--- config.mk ---
export PLATFORM = sky130hd
export DESIGN_NAME = rand_fill_ctrl_flat
export DESIGN_NICKNAME = d
export VERILOG_FILES = /design/src/rtl/rand_fill_ctrl_if.sv /design/src/rtl/rand_fill_ctrl.sv /design/src/flat_wrapper.sv
export SDC_FILE = /design/constraint.sdc
export NUM_CORES = 1
export LEC_CHECK = 0
export ABC_AREA = 1
export BUFFER_PORTS_ARGS = -buffer_cell sky130_fd_sc_hd__buf_2
export CAP_MARGIN = 20
export CORE_MARGIN = 2
export CORE_UTILIZATION = 52
export DETAILED_ROUTE_END_ITERATION = 8
export GPL_TIMING_DRIVEN = 0
export PLACE_DENSITY = 0.82
export SYNTH_ARGS = -nofsm -noshare
export SYNTH_HDL_FRONTEND = slang
export SYNTH_SLANG_ARGS = --single-unit
--- constraint.sdc ---
create_clock -name clk -period 2.67 [get_ports clk]
set_input_delay 0.4005 -clock clk [delete_from_list [all_inputs] [get_ports clk]]
set_output_delay 0.4005 -clock clk [all_outputs]
set_load 0.005 [all_outputs]
--- src/rtl/rand_fill_ctrl_if.sv ---
// Handshake bundle between rand_fill_ctrl, its command source, the LFSR and the board memory.
// master = controller side, slave = environment side.
`timescale 1ns/1ps

interface rand_fill_ctrl_if #(
    parameter int ADDR_W = 12
);
    logic              start;
    logic              abort;
    logic [15:0]       seed;
    logic              busy;
    logic              done;
    logic              load;
    logic [15:0]       lfsr_seed;
    logic [15:0]       lfsr_out;
    logic              wr_en;
    logic [ADDR_W-1:0] wr_addr;
    logic              wr_data;
    logic              wr_ready;

    modport master (
        input  start, abort, seed, lfsr_out, wr_ready,
        output busy, done, load, lfsr_seed, wr_en, wr_addr, wr_data
    );

    modport slave (
        output start, abort, seed, lfsr_out, wr_ready,
        input  busy, done, load, lfsr_seed, wr_en, wr_addr, wr_data
    );
endinterface

--- src/rtl/rand_fill_ctrl.sv ---
// Fills CELLS board cells with pseudo-random alive/dead bits drawn from an external LFSR.
// Define RAND_FILL_WARMUP_EN to discard WARMUP LFSR steps between seed load and the first write.
`timescale 1ns/1ps

module rand_fill_ctrl #(
    parameter int         CELLS   = 4096,
    parameter int         ADDR_W  = 12,
    parameter logic [7:0] DENSITY = 8'd64,
    parameter int         WARMUP  = 16
) (
    input  logic             clk,
    input  logic             rst_n,
    rand_fill_ctrl_if.master bus
);

`ifdef RAND_FILL_WARMUP_EN
    typedef enum logic [2:0] {IDLE, LOAD, WARM, FILL, DONE} state_e;
    localparam logic [7:0] WARM_LAST = 8'(WARMUP - 1);
`else
    typedef enum logic [2:0] {IDLE, LOAD, FILL, DONE} state_e;
`endif

    localparam logic [ADDR_W-1:0] LAST_ADDR    = ADDR_W'(CELLS - 1);
    localparam logic [15:0]       SEED_DEFAULT = 16'h0001;

    state_e            r_state;
    logic              r_load_cnt;
    logic              r_busy;
    logic              r_done;
    logic              r_load;
    logic              r_wr_en;
    logic [ADDR_W-1:0] r_addr;
    logic [15:0]       r_seed;
`ifdef RAND_FILL_WARMUP_EN
    logic [7:0]        r_warm_cnt;
`endif

    logic w_last;
    logic w_unused;

    assign w_last = (r_addr == LAST_ADDR);

    // Only the low byte of the LFSR feeds the density compare.
`ifdef RAND_FILL_WARMUP_EN
    assign w_unused = ^bus.lfsr_out[15:8];
`else
    assign w_unused = ^{bus.lfsr_out[15:8], 8'(WARMUP)};
`endif

    // NOTE: every state register is assigned with <= and reset synchronously inside the same
    // clocked block, so outputs are clean flop decodes and reset acts on exactly one edge.
    always_ff @(posedge clk) begin
        if (!rst_n) begin
            r_state    <= IDLE;
            r_load_cnt <= 1'b0;
            r_busy     <= 1'b0;
            r_done     <= 1'b0;
            r_load     <= 1'b0;
            r_wr_en    <= 1'b0;
            r_addr     <= '0;
            r_seed     <= SEED_DEFAULT;
`ifdef RAND_FILL_WARMUP_EN
            r_warm_cnt <= 8'd0;
`endif
        end else begin
            r_done <= 1'b0;
            case (r_state)
                IDLE: begin
                    if (bus.start) begin
                        r_seed     <= (bus.seed == 16'h0000) ? SEED_DEFAULT : bus.seed;
                        r_state    <= LOAD;
                        r_busy     <= 1'b1;
                        r_load     <= 1'b1;
                        r_load_cnt <= 1'b0;
                    end
                end

                LOAD: begin
                    if (bus.abort) begin
                        r_state <= IDLE;
                        r_busy  <= 1'b0;
                        r_load  <= 1'b0;
                    end else if (r_load_cnt) begin
                        r_load <= 1'b0;
`ifdef RAND_FILL_WARMUP_EN
                        r_state    <= WARM;
                        r_warm_cnt <= 8'd0;
`else
                        r_state <= FILL;
                        r_wr_en <= 1'b1;
                        r_addr  <= '0;
`endif
                    end else begin
                        r_load_cnt <= 1'b1;
                    end
                end

`ifdef RAND_FILL_WARMUP_EN
                // The LFSR free-runs here; each cycle discards one step.
                WARM: begin
                    if (bus.abort) begin
                        r_state <= IDLE;
                        r_busy  <= 1'b0;
                    end else if (r_warm_cnt == WARM_LAST) begin
                        r_state <= FILL;
                        r_wr_en <= 1'b1;
                        r_addr  <= '0;
                    end else begin
                        r_warm_cnt <= r_warm_cnt + 8'd1;
                    end
                end
`endif

                // Abort outranks completion even when the last write is accepted this cycle.
                FILL: begin
                    if (bus.abort) begin
                        r_state <= IDLE;
                        r_busy  <= 1'b0;
                        r_wr_en <= 1'b0;
                    end else if (bus.wr_ready) begin
                        if (w_last) begin
                            r_state <= DONE;
                            r_wr_en <= 1'b0;
                            r_done  <= 1'b1;
                        end else begin
                            r_addr <= r_addr + 1'b1;
                        end
                    end
                end

                DONE: begin
                    r_state <= IDLE;
                    r_busy  <= 1'b0;
                end

                default: begin
                    r_state <= IDLE;
                    r_busy  <= 1'b0;
                    r_load  <= 1'b0;
                    r_wr_en <= 1'b0;
                end
            endcase
        end
    end

    assign bus.busy      = r_busy;
    assign bus.done      = r_done;
    assign bus.load      = r_load;
    assign bus.lfsr_seed = r_seed;
    assign bus.wr_en     = r_wr_en;
    assign bus.wr_addr   = r_addr;
    assign bus.wr_data   = (bus.lfsr_out[7:0] < DENSITY);

endmodule

--- src/flat_wrapper.sv ---
// flat-port wrapper written by rule: the top's interface ports become plain ports
module rand_fill_ctrl_flat 
#(
    parameter int         CELLS   = 4096,
    parameter int         ADDR_W  = 12,
    parameter logic [7:0] DENSITY = 8'd64,
    parameter int         WARMUP  = 16
)
  (clk, rst_n, bus_start, bus_abort, bus_seed, bus_lfsr_out, bus_wr_ready, bus_busy, bus_done, bus_load, bus_lfsr_seed, bus_wr_en, bus_wr_addr, bus_wr_data);
  rand_fill_ctrl_if #(.ADDR_W(ADDR_W)) bus_i ();
  input  logic clk;
  input  logic rst_n;
  input wire logic [$bits(bus_i.start)-1:0] bus_start;
  input wire logic [$bits(bus_i.abort)-1:0] bus_abort;
  input wire logic [$bits(bus_i.seed)-1:0] bus_seed;
  input wire logic [$bits(bus_i.lfsr_out)-1:0] bus_lfsr_out;
  input wire logic [$bits(bus_i.wr_ready)-1:0] bus_wr_ready;
  output wire logic [$bits(bus_i.busy)-1:0] bus_busy;
  output wire logic [$bits(bus_i.done)-1:0] bus_done;
  output wire logic [$bits(bus_i.load)-1:0] bus_load;
  output wire logic [$bits(bus_i.lfsr_seed)-1:0] bus_lfsr_seed;
  output wire logic [$bits(bus_i.wr_en)-1:0] bus_wr_en;
  output wire logic [$bits(bus_i.wr_addr)-1:0] bus_wr_addr;
  output wire logic [$bits(bus_i.wr_data)-1:0] bus_wr_data;
  assign bus_i.start = bus_start;
  assign bus_i.abort = bus_abort;
  assign bus_i.seed = bus_seed;
  assign bus_i.lfsr_out = bus_lfsr_out;
  assign bus_i.wr_ready = bus_wr_ready;
  assign bus_busy = bus_i.busy;
  assign bus_done = bus_i.done;
  assign bus_load = bus_i.load;
  assign bus_lfsr_seed = bus_i.lfsr_seed;
  assign bus_wr_en = bus_i.wr_en;
  assign bus_wr_addr = bus_i.wr_addr;
  assign bus_wr_data = bus_i.wr_data;
  rand_fill_ctrl #(.CELLS(CELLS), .ADDR_W(ADDR_W), .DENSITY(DENSITY), .WARMUP(WARMUP)) u_core (.clk(clk), .rst_n(rst_n), .bus(bus_i));
endmodule
After elaboration in Yosys (flattened, before gate mapping) --
Index checks and enable logic that the tools add are counted. W data, S select, Z words.
Word-level totals: register bits 36, input bits 37, output and inout port bits 33, logic and storage cells 74
Cells by class: $add $sub $neg 1, $lt $le $gt $ge 1, equality and inequality tests 14, muxes and demuxes 30, bitwise gates (word level) 5, reduce and logical (&&, ||, !) cells 15
Operators by type and width (number):
- $mux W12 | 5
- $pmux W12 S2 | 1
- $mux W3 | 6
- $logic_not A16 Y1 | 1
- $mux W16 | 1
- $add A12 B1 Y12 const B | 1
- $eq A12 B12 Y1 const B | 1
- $mux W1 | 12
- $ne A2 B2 Y1 const B | 5
- $pmux W3 S3 | 1
- $lt A8 B7 Y1 const B | 1
- $eq A3 B2 Y1 const B | 2
- $ne A3 B2 Y1 const B | 2
- $pmux W1 S3 | 2
- $reduce_and A3 Y1 | 2
- $reduce_and A6 Y1 | 1
- $reduce_or A2 Y1 | 3
- $not A1 Y1 | 5
- $reduce_and A5 Y1 | 1
- $ne A2 B1 Y1 const B | 2
- $pmux W1 S2 | 2
- $reduce_and A2 Y1 | 2
- $reduce_and A4 Y1 | 1
- $reduce_bool A2 Y1 | 2
- 4 further kinds | 4

Longest topological paths before layout --
Gate-level depths: netlist of run 1.
depth after elaboration 5, gate-level depth with buffers 11, gate-level depth less buffers 10

Worst setup path before layout of run 1 --
OpenSTA, ideal clock, no wires.
path type reg-to-reg, start point register u_core.r_state[0], end point register u_core.r_addr[7] (netlist: u_core.bus.wr_addr[7]), setup time 64 ps, arrival 1463 ps, required time 2606 ps, path slack 1143 ps, cell stages (with the launch flop) 10, buffers on the path 2, period minus slack after synthesis 1527 ps, path through dfxtp_1 > inv_1 > ha_1 > clkbuf_1 > a21oi_2 > buf_2 > nand3_1 > nand2_1 > inv_1 > nor2_1
Between the ends: word-level cells in the longest chain between the ends 3, elaborated cells between the ends (all ways) 10, classes of those cells eq/ne: 7; mux: 1; reduce/logical: 2
RTL lines:
- start, declared | RTL line rand_fill_ctrl.sv:26 | state_e r_state;
- start signal, assigned | RTL line rand_fill_ctrl.sv:54 | r_state <= IDLE;
- start signal, assigned | RTL line rand_fill_ctrl.sv:71 | r_state <= LOAD;
- start signal, assigned | RTL line rand_fill_ctrl.sv:80 | r_state <= IDLE;
- $eq A3 B2 Y1 / $eq A3 B1 Y1 (equally long branches) | RTL line rand_fill_ctrl.sv:67 | case (r_state)
- $ne A2 B2 Y1 (no line) (tied with other cells)
- $reduce_and A6 Y1 (no line)
- end signal, assigned | RTL line rand_fill_ctrl.sv:126 | r_addr <= r_addr + 1'b1;
- end, declared | RTL line rand_fill_ctrl.sv:32 | logic [ADDR_W-1:0] r_addr;
Parallel ways exist; a longest one is shown, timed or not. A chain may end at the register's enable or synchronous reset.

Worst setup path in the final report of run 1 --
start point register u_core.r_state[0], end point register u_core.r_seed[3] (netlist: u_core.bus.lfsr_seed[3])
Between the ends: word-level cells in the longest chain between the ends 2
RTL lines:
- $logic_not A3 Y1 | RTL line rand_fill_ctrl.sv:67
- $reduce_and A2 Y1 (no line)
- end signal, assigned | RTL line rand_fill_ctrl.sv:70 | r_seed <= (bus.seed == 16'h0000) ? SEED_DEFAULT : bus.seed;
- end, declared | RTL line rand_fill_ctrl.sv:33 | logic [15:0] r_seed;
No other way between the ends.

==> flow_summary_export.csv, run 1 <==
group,metric,value,unit
job,max-cap-violations,0,
cts,cts_tree,"built",
route,postRouteAntennaNets,0,
cts,cts_setup_buffers,0,
cts,clkTransAtPathRegs,0.11,ns
die,rows,21,
logic_synthesis,synth.distinct_cells,30,
power,p_leak,1.07,nW
cts,clock_sinks,35,
logic_synthesis,yosys.area_share.simple,33.2,%
sta,fin_skew,0.00991,ns
min_path,worstHoldPathType,"primary input to flop",
layout,num_antenna_cells,0,
route,routed_wl,4150,um
logic_synthesis,yosysWarningCount,0,
sta,setup_viol,0,
logic_synthesis,syn_area,0.00182,mm2
grt,antenna_found_initial,0,
layout,layout.nets,376,
sta,min_period_over_period,68.9,%
sta,slew_viol_final,0,
logic_synthesis,ys_seq_elements,35,
sta,setup-tns-final,0,ns
cts,clkLatencyLatePin,0.35,ns
layout,drive_above_1_share,23.0,%
cts,cts_resized,0,
sta,slew-limit-headroom,66.4,%
layout,multiInputGateArea,926,um2
logic_synthesis,synth_xor_area_share,0.482,%
die,core,0.00334,mm2
logic_synthesis,ys_seq_area_share,38.6,%
logic_synthesis,synthMuxAreaShare,0,%
sta,fmax,544,MHz
logic_synthesis,synth_top_family_by_area,"simple AND/OR/NAND/NOR gates",
logic_synthesis,synth_top_area_share,38.6,%
route,first_pass_iters,4,
sta,tightest_slew,0.503,ns
die,die_w,63.1,um
layout,area_delta_synth_final,21.3,%
sta,worst_slack,0.832,ns
logic_synthesis,syn_inst,272,
die,start_util,54.4,%
logic_synthesis,synth_compound_gate_area_share,13.9,%
worst_setup_path,critPathMaxFanout,10,
cts,clock-root-buffer,"clkbuf_4",
route,vias,1916,
sta,hold_violations,0,
layout,postLayoutCellArea,0.00220,mm2
die,io_pins,70,
route,drt_iter0_markers,73,
logic_synthesis,yosys.area.top_type,"dfxtp_1",
die,die_area,0.00398,mm2
power,total_power,1.45,mW
cts,clockBufferDepth,2,
layout,num-fill-cells,314,
place,place.gp.congestion,0.888,
die,die_y,63.1,um
place,dp_slack,0.864,ns
power,peakVddDrop,0.385,mV
worst_setup_path,worstPathRequired,2.89,ns
sta,rsz0062_at_grt,"no",
cts,hold_buffers,0,
logic_synthesis,synth_fa_ha_area_share,3.45,%
worst_setup_path,critical_path_arrival,2.06,ns
grt,grt_pass1_vias,1719,
place,dp_hpwl,3110,um
cts,cts_buffers,5,
worst_setup_path,start_kind,"flop",
run_status,status,"completed",
layout,post-route-util,66.0,%
route,routedWlPerCell,10.9,um
layout,regArea,701,um2
logic_synthesis,synth_area_per_cell,6.67,um2
grt,overflow,0,
grt,grt_max_degree,12,
place,numPortBuffers,55,
place,dpl_cell_area,0.00215,mm2
power,p_per_area,659,mW/mm2
logic_synthesis,synth_fp_nets,314,
route,via_per_inst,5.03,
worst_setup_path,critPathCaptureType,"flop",
worst_setup_path,path_class,"flop to flop",
grt,grtUsageTotal,22.2,%
cts,h-tree-depth,2,
logic_synthesis,synthTopCellsByArea,"dfxtp_1 39%, nand2_1 12%, inv_1 7.6%",
grt,grt_pass1_wl,7180,um
route,drc,0,
sta,post-route-min-period,1.84,ns
==> cells in the final DEF, fill, tap and decap left out, types with 6 or more instances in the layout <==
master and count:
nor2_1 35, nand3_1 25, nand2_1 57, buf_2 56
inv_1 37, a21oi_1 27, nand4_1 6, o21ai_0 17
dfxtp_1 35
==> cell usage after synthesis (all sizes together) <==
cell type,count
nand4,6
nor4,1
nor3,1
clkinv,1
nand3b,1
or2,2
o21ai,17
buf,4
dfxtp,35
inv,38
nor2,37
nand2,62
xor2,1
ha,5
o21bai,1
a211oi,1
a21boi,1
clkbuf,4
a21oi,28
nand3,26
==> layer usage <==
| layer | up-vias | share of wire (%) | track usage [%] |
|---|---|---|---|
| met1 | 863 | 45 | 27.4 |
| met5 | - | 0 | 0 |
| li1 | 993 | - | - |
| met3 | 4 | 6.0 | 6.25 |
| met2 | 56 | 48 | 36.8 |
| met4 | 0 | 0.89 | 8.06 |
==> sequential cells by signal (all words and copies together), names as in the netlist <==
register / count
u_core.r_load_cnt: 1
u_core.bus.load: 1
u_core.bus.lfsr_seed: 16
u_core.bus.wr_en: 1
u_core.bus.busy: 1
u_core.bus.wr_addr: 12
u_core.bus.done: 1
u_core.r_state: 2
==> report_power, final <==
part,switching (mW),leakage (nW),internal (mW)
registers,0.0539,0.287,0.604
clock network,0.187,0.0282,0.102
logic,0.303,0.757,0.202
==> worst max-delay path: stages (launching register included) <==
cell,delay [ns]
dfxtp_1,0.39
inv_1,0.08
ha_1,0.23
nand2_1,0.18
clkinv_1,0.26
clkbuf_1,0.28
o21ai_0,0.23
a21oi_1,0.06
==> area by class of cell <==
type                            count  area share, %
Clock inverter                      2          0.568
Multi-Input combinational cell    190           42.0
Sequential cell                    35           31.8
Inverter                           39           6.65
Tap cell                           46           2.61
Clock buffer                        6           1.88
Timing Repair Buffer               55           12.5
Buffer                              8           1.93
==> path summary, 6_finish.rpt <==
| path | startpoint | end | slack (ns) | cells past startpoint |
|---|---|---|---|---|
| setup / recovery | u_core.r_state[0] | u_core.bus.lfsr_seed[3] | 0.83 | 7 |
| hold / removal | bus_seed[2] | u_core.bus.lfsr_seed[2] | 0.30 | 3 |
| setup reg to reg | u_core.r_state[0] | u_core.bus.lfsr_seed[3] | 0.83 | 7 |
| hold reg to reg | u_core.bus.load | u_core.bus.load | 0.46 | 2 |
==> cells by family after synthesis <==
kind of cell | Yosys count
buf+inv | 47
fa+ha+maj | 5
xor+xnor | 1
compound gates | 48
flops | 35
simple gates | 136
==> through the flow <==
stage	instances	hold slack, ns
finish	381	0.296
detailed placement	373	0.447
CTS	381	0.286
global route	381	0.297
global placement	373	0.447
floorplan	272	0.455
Note: power is estimated with default switching activity, not from simulation.
==> run 2, diff against run 1 <==
- CORE_UTILIZATION: 52 -> 44
- PLACE_DENSITY: 0.82 -> 0.74
- clock period: 2.67 -> 1.6 ns (I/O delays scaled with it)
==> run 2 against run 1 <==
  * Clock power rose to 3.4 times the previous value
  * Critical path depth grew 4
  * Clock-buffer cell count shrank 1
  * Sequential share of layout area down 2.9 points
  * Register-to-register slack got worse by 0.79 ns
  * Clock skew fell by 0.0037 ns
  * Core utilization decreased by 4.2 points
  * Fmax up 18%
  * Global-route usage fell by 1.8 points
  * Largest cell class unchanged
==> flow_summary_export.csv, run 2 (synthesis gave the netlist of run 1 again) <==
group,metric,value,unit
grt,antenna_found_initial,0,
worst_setup_path,critPathCaptureType,"flop",
die,io_pins,70,
layout,final_common_cell,"nand2_1",
cts,cts_buffers,5,
grt,grt_pass1_vias,1663,
route,drt_iter0_markers,123,
die,die_w,68.2,um
worst_setup_path,path_class,"flop to flop",
grt,grt_pass1_wl,7100,um
die,die_area,0.00466,mm2
sta,worst_slack,0.0399,ns
power,peakVddDrop,0.626,mV
sta,post-route-min-period,1.56,ns
cts,clock_sinks,35,
cts,clkTransAtPathRegs,0.08,ns
die,start_util,45.7,%
layout,layout_common_cells,"56 x nand2_1, 55 x buf_2, 34 x inv_1",
worst_setup_path,max_stage_delay,0.37,ns
sta,min_period_over_period,97.5,%
worst_setup_path,cp_cell_sequence,"inv_2 -> ha_2 -> inv_2 -> nor2_2 -> nand2_4 -> nand2_4 -> buf_6 -> nand3_1 -> nand2_1 -> inv_1 -> nor2_1",
sta,fmax,641,MHz
sta,tightest_slew,0.468,ns
layout,largest_reg_flops,16,
route,postRouteAntennaNets,0,
worst_setup_path,worstPathRequired,1.83,ns
worst_setup_path,start_kind,"flop",
cts,clock-root-buffer,"clkbuf_8",
run_status,status,"completed",
die,rows,23,
place,dp.cells,377,
route,via_per_inst,4.96,
power,p_per_area,1270,mW/mm2
route,drc,0,
grt,grtUsageTotal,20.3,%
route,first_pass_iters,6,
sta,setup_viol,0,
layout,area_delta_synth_final,35.2,%
layout,layout.nets,381,
cts,h-tree-depth,2,
cts,cts_tree,"built",
min_path,worstHoldPathType,"primary input to flop",
place,numPortBuffers,55,
cts,clockBufferDepth,2,
place,place.gp.congestion,0.862,
worst_setup_path,critPathMaxFanout,10,
grt,overflow,0,
place,dp_slack,-0.199,ns
layout,num_antenna_cells,0,
route,vias,1935,
die,core,0.00397,mm2
sta,slew-limit-headroom,68.8,%
sta,fin_skew,0.00619,ns
route,routedWlPerCell,12.1,um
cts,clkLatencyLatePin,0.29,ns
sta,setup-tns-final,0,ns
layout,post-route-util,61.8,%
job,max-cap-violations,0,
layout,drive_above_1_share,30.0,%
power,total_power,3.12,mW
worst_setup_path,critical_path_arrival,1.79,ns
sta,hold_violations,0,
worst_setup_path,slowest_stage,"dfxtp_4",
die,die_y,68.2,um
power,p_leak,1.16,nW
place,dp_hpwl,3310,um
layout,instances_no_fill,390,
route,routed_wl,4730,um
sta,slew_viol_final,0,
grt,grt_max_degree,13,
==> run 2: cell count changes in the layout (fill, tap and decap cells not counted), moves of 3 or more <==
cell,before,now
clkbuf_1,5,2
ha_1,5,1
clkbuf_8,0,5
dfxtp_1,35,31
inv_1,37,34
ha_4,0,3
clkbuf_4,5,0
buf_6,1,4
buf_4,1,5
==> run 2: per-stage QoR <==
stage	hold WS, ns	area, um2
6_report	0.193	2450
5_1_grt	0.199	2450
4_1_cts	0.190	2340
3_5_place_dp	0.456	2150
3_3_place_gp	0.451	2150
2_1_floorplan	0.378	1820
==> run 2: area by class of cell <==
cell class / instances / area (um2)
Timing Repair Buffer: 60 / 317
Clock buffer: 5 / 68.8
Clock inverter: 3 / 67.6
Fill cell: 371 / 1520
Sequential cell: 35 / 711
Inverter: 39 / 150
Multi-Input combinational cell: 190 / 1020
Buffer: 8 / 57.6
Tap cell: 50 / 62.6
==> run 2: power breakdown <==
part,switching [mW],internal (mW)
logic,0.576,0.449
clock network,0.348,0.622
registers,0.108,1.02
==> run 2: layer usage <==
layer / part of all wire, % / global-route usage (%) / up-vias
li1: - / - / 1001
met1: 45 / 25.8 / 861
met2: 47 / 32.6 / 68
met3: 6.3 / 5.76 / 5
met4: 1.2 / 7.75 / 0
met5: 0 / 0 / -
==> run 2: worst max-delay path: cells and delay by family, from the launching register on <==
kind / cells / cell delay [ns]
adder cells (fa/ha/maj): 1 / 0.20
buffers and inverters: 4 / 0.36
flip-flops: 1 / 0.37
AND/OR/NAND/NOR: 6 / 0.56
==> run 2: what timing repair did <==
| item | in CTS | in global routing |
|---|---|---|
| gates cloned | 0 | 1 |
| resized for setup | 13 | 25 |
| setup endpoints to repair | 31 | 22 |
| pin swaps | 1 | 4 |
| hold buffers | 0 | 0 |
| endpoints found under the hold margin | 0 | 0 |
| setup buffers | 2 | 2 |
==> run 2: worst paths after layout <==
path                           startpoint                       end  slack, ns  cells after the start
hold reg to reg   u_core.bus.lfsr_seed[9]   u_core.bus.lfsr_seed[9]       0.47                      2
setup / recovery        u_core.r_state[0]     u_core.bus.wr_addr[8]       0.04                     11
setup reg to reg        u_core.r_state[0]     u_core.bus.wr_addr[8]       0.04                     11
hold / removal               bus_seed[12]  u_core.bus.lfsr_seed[12]       0.19                      3
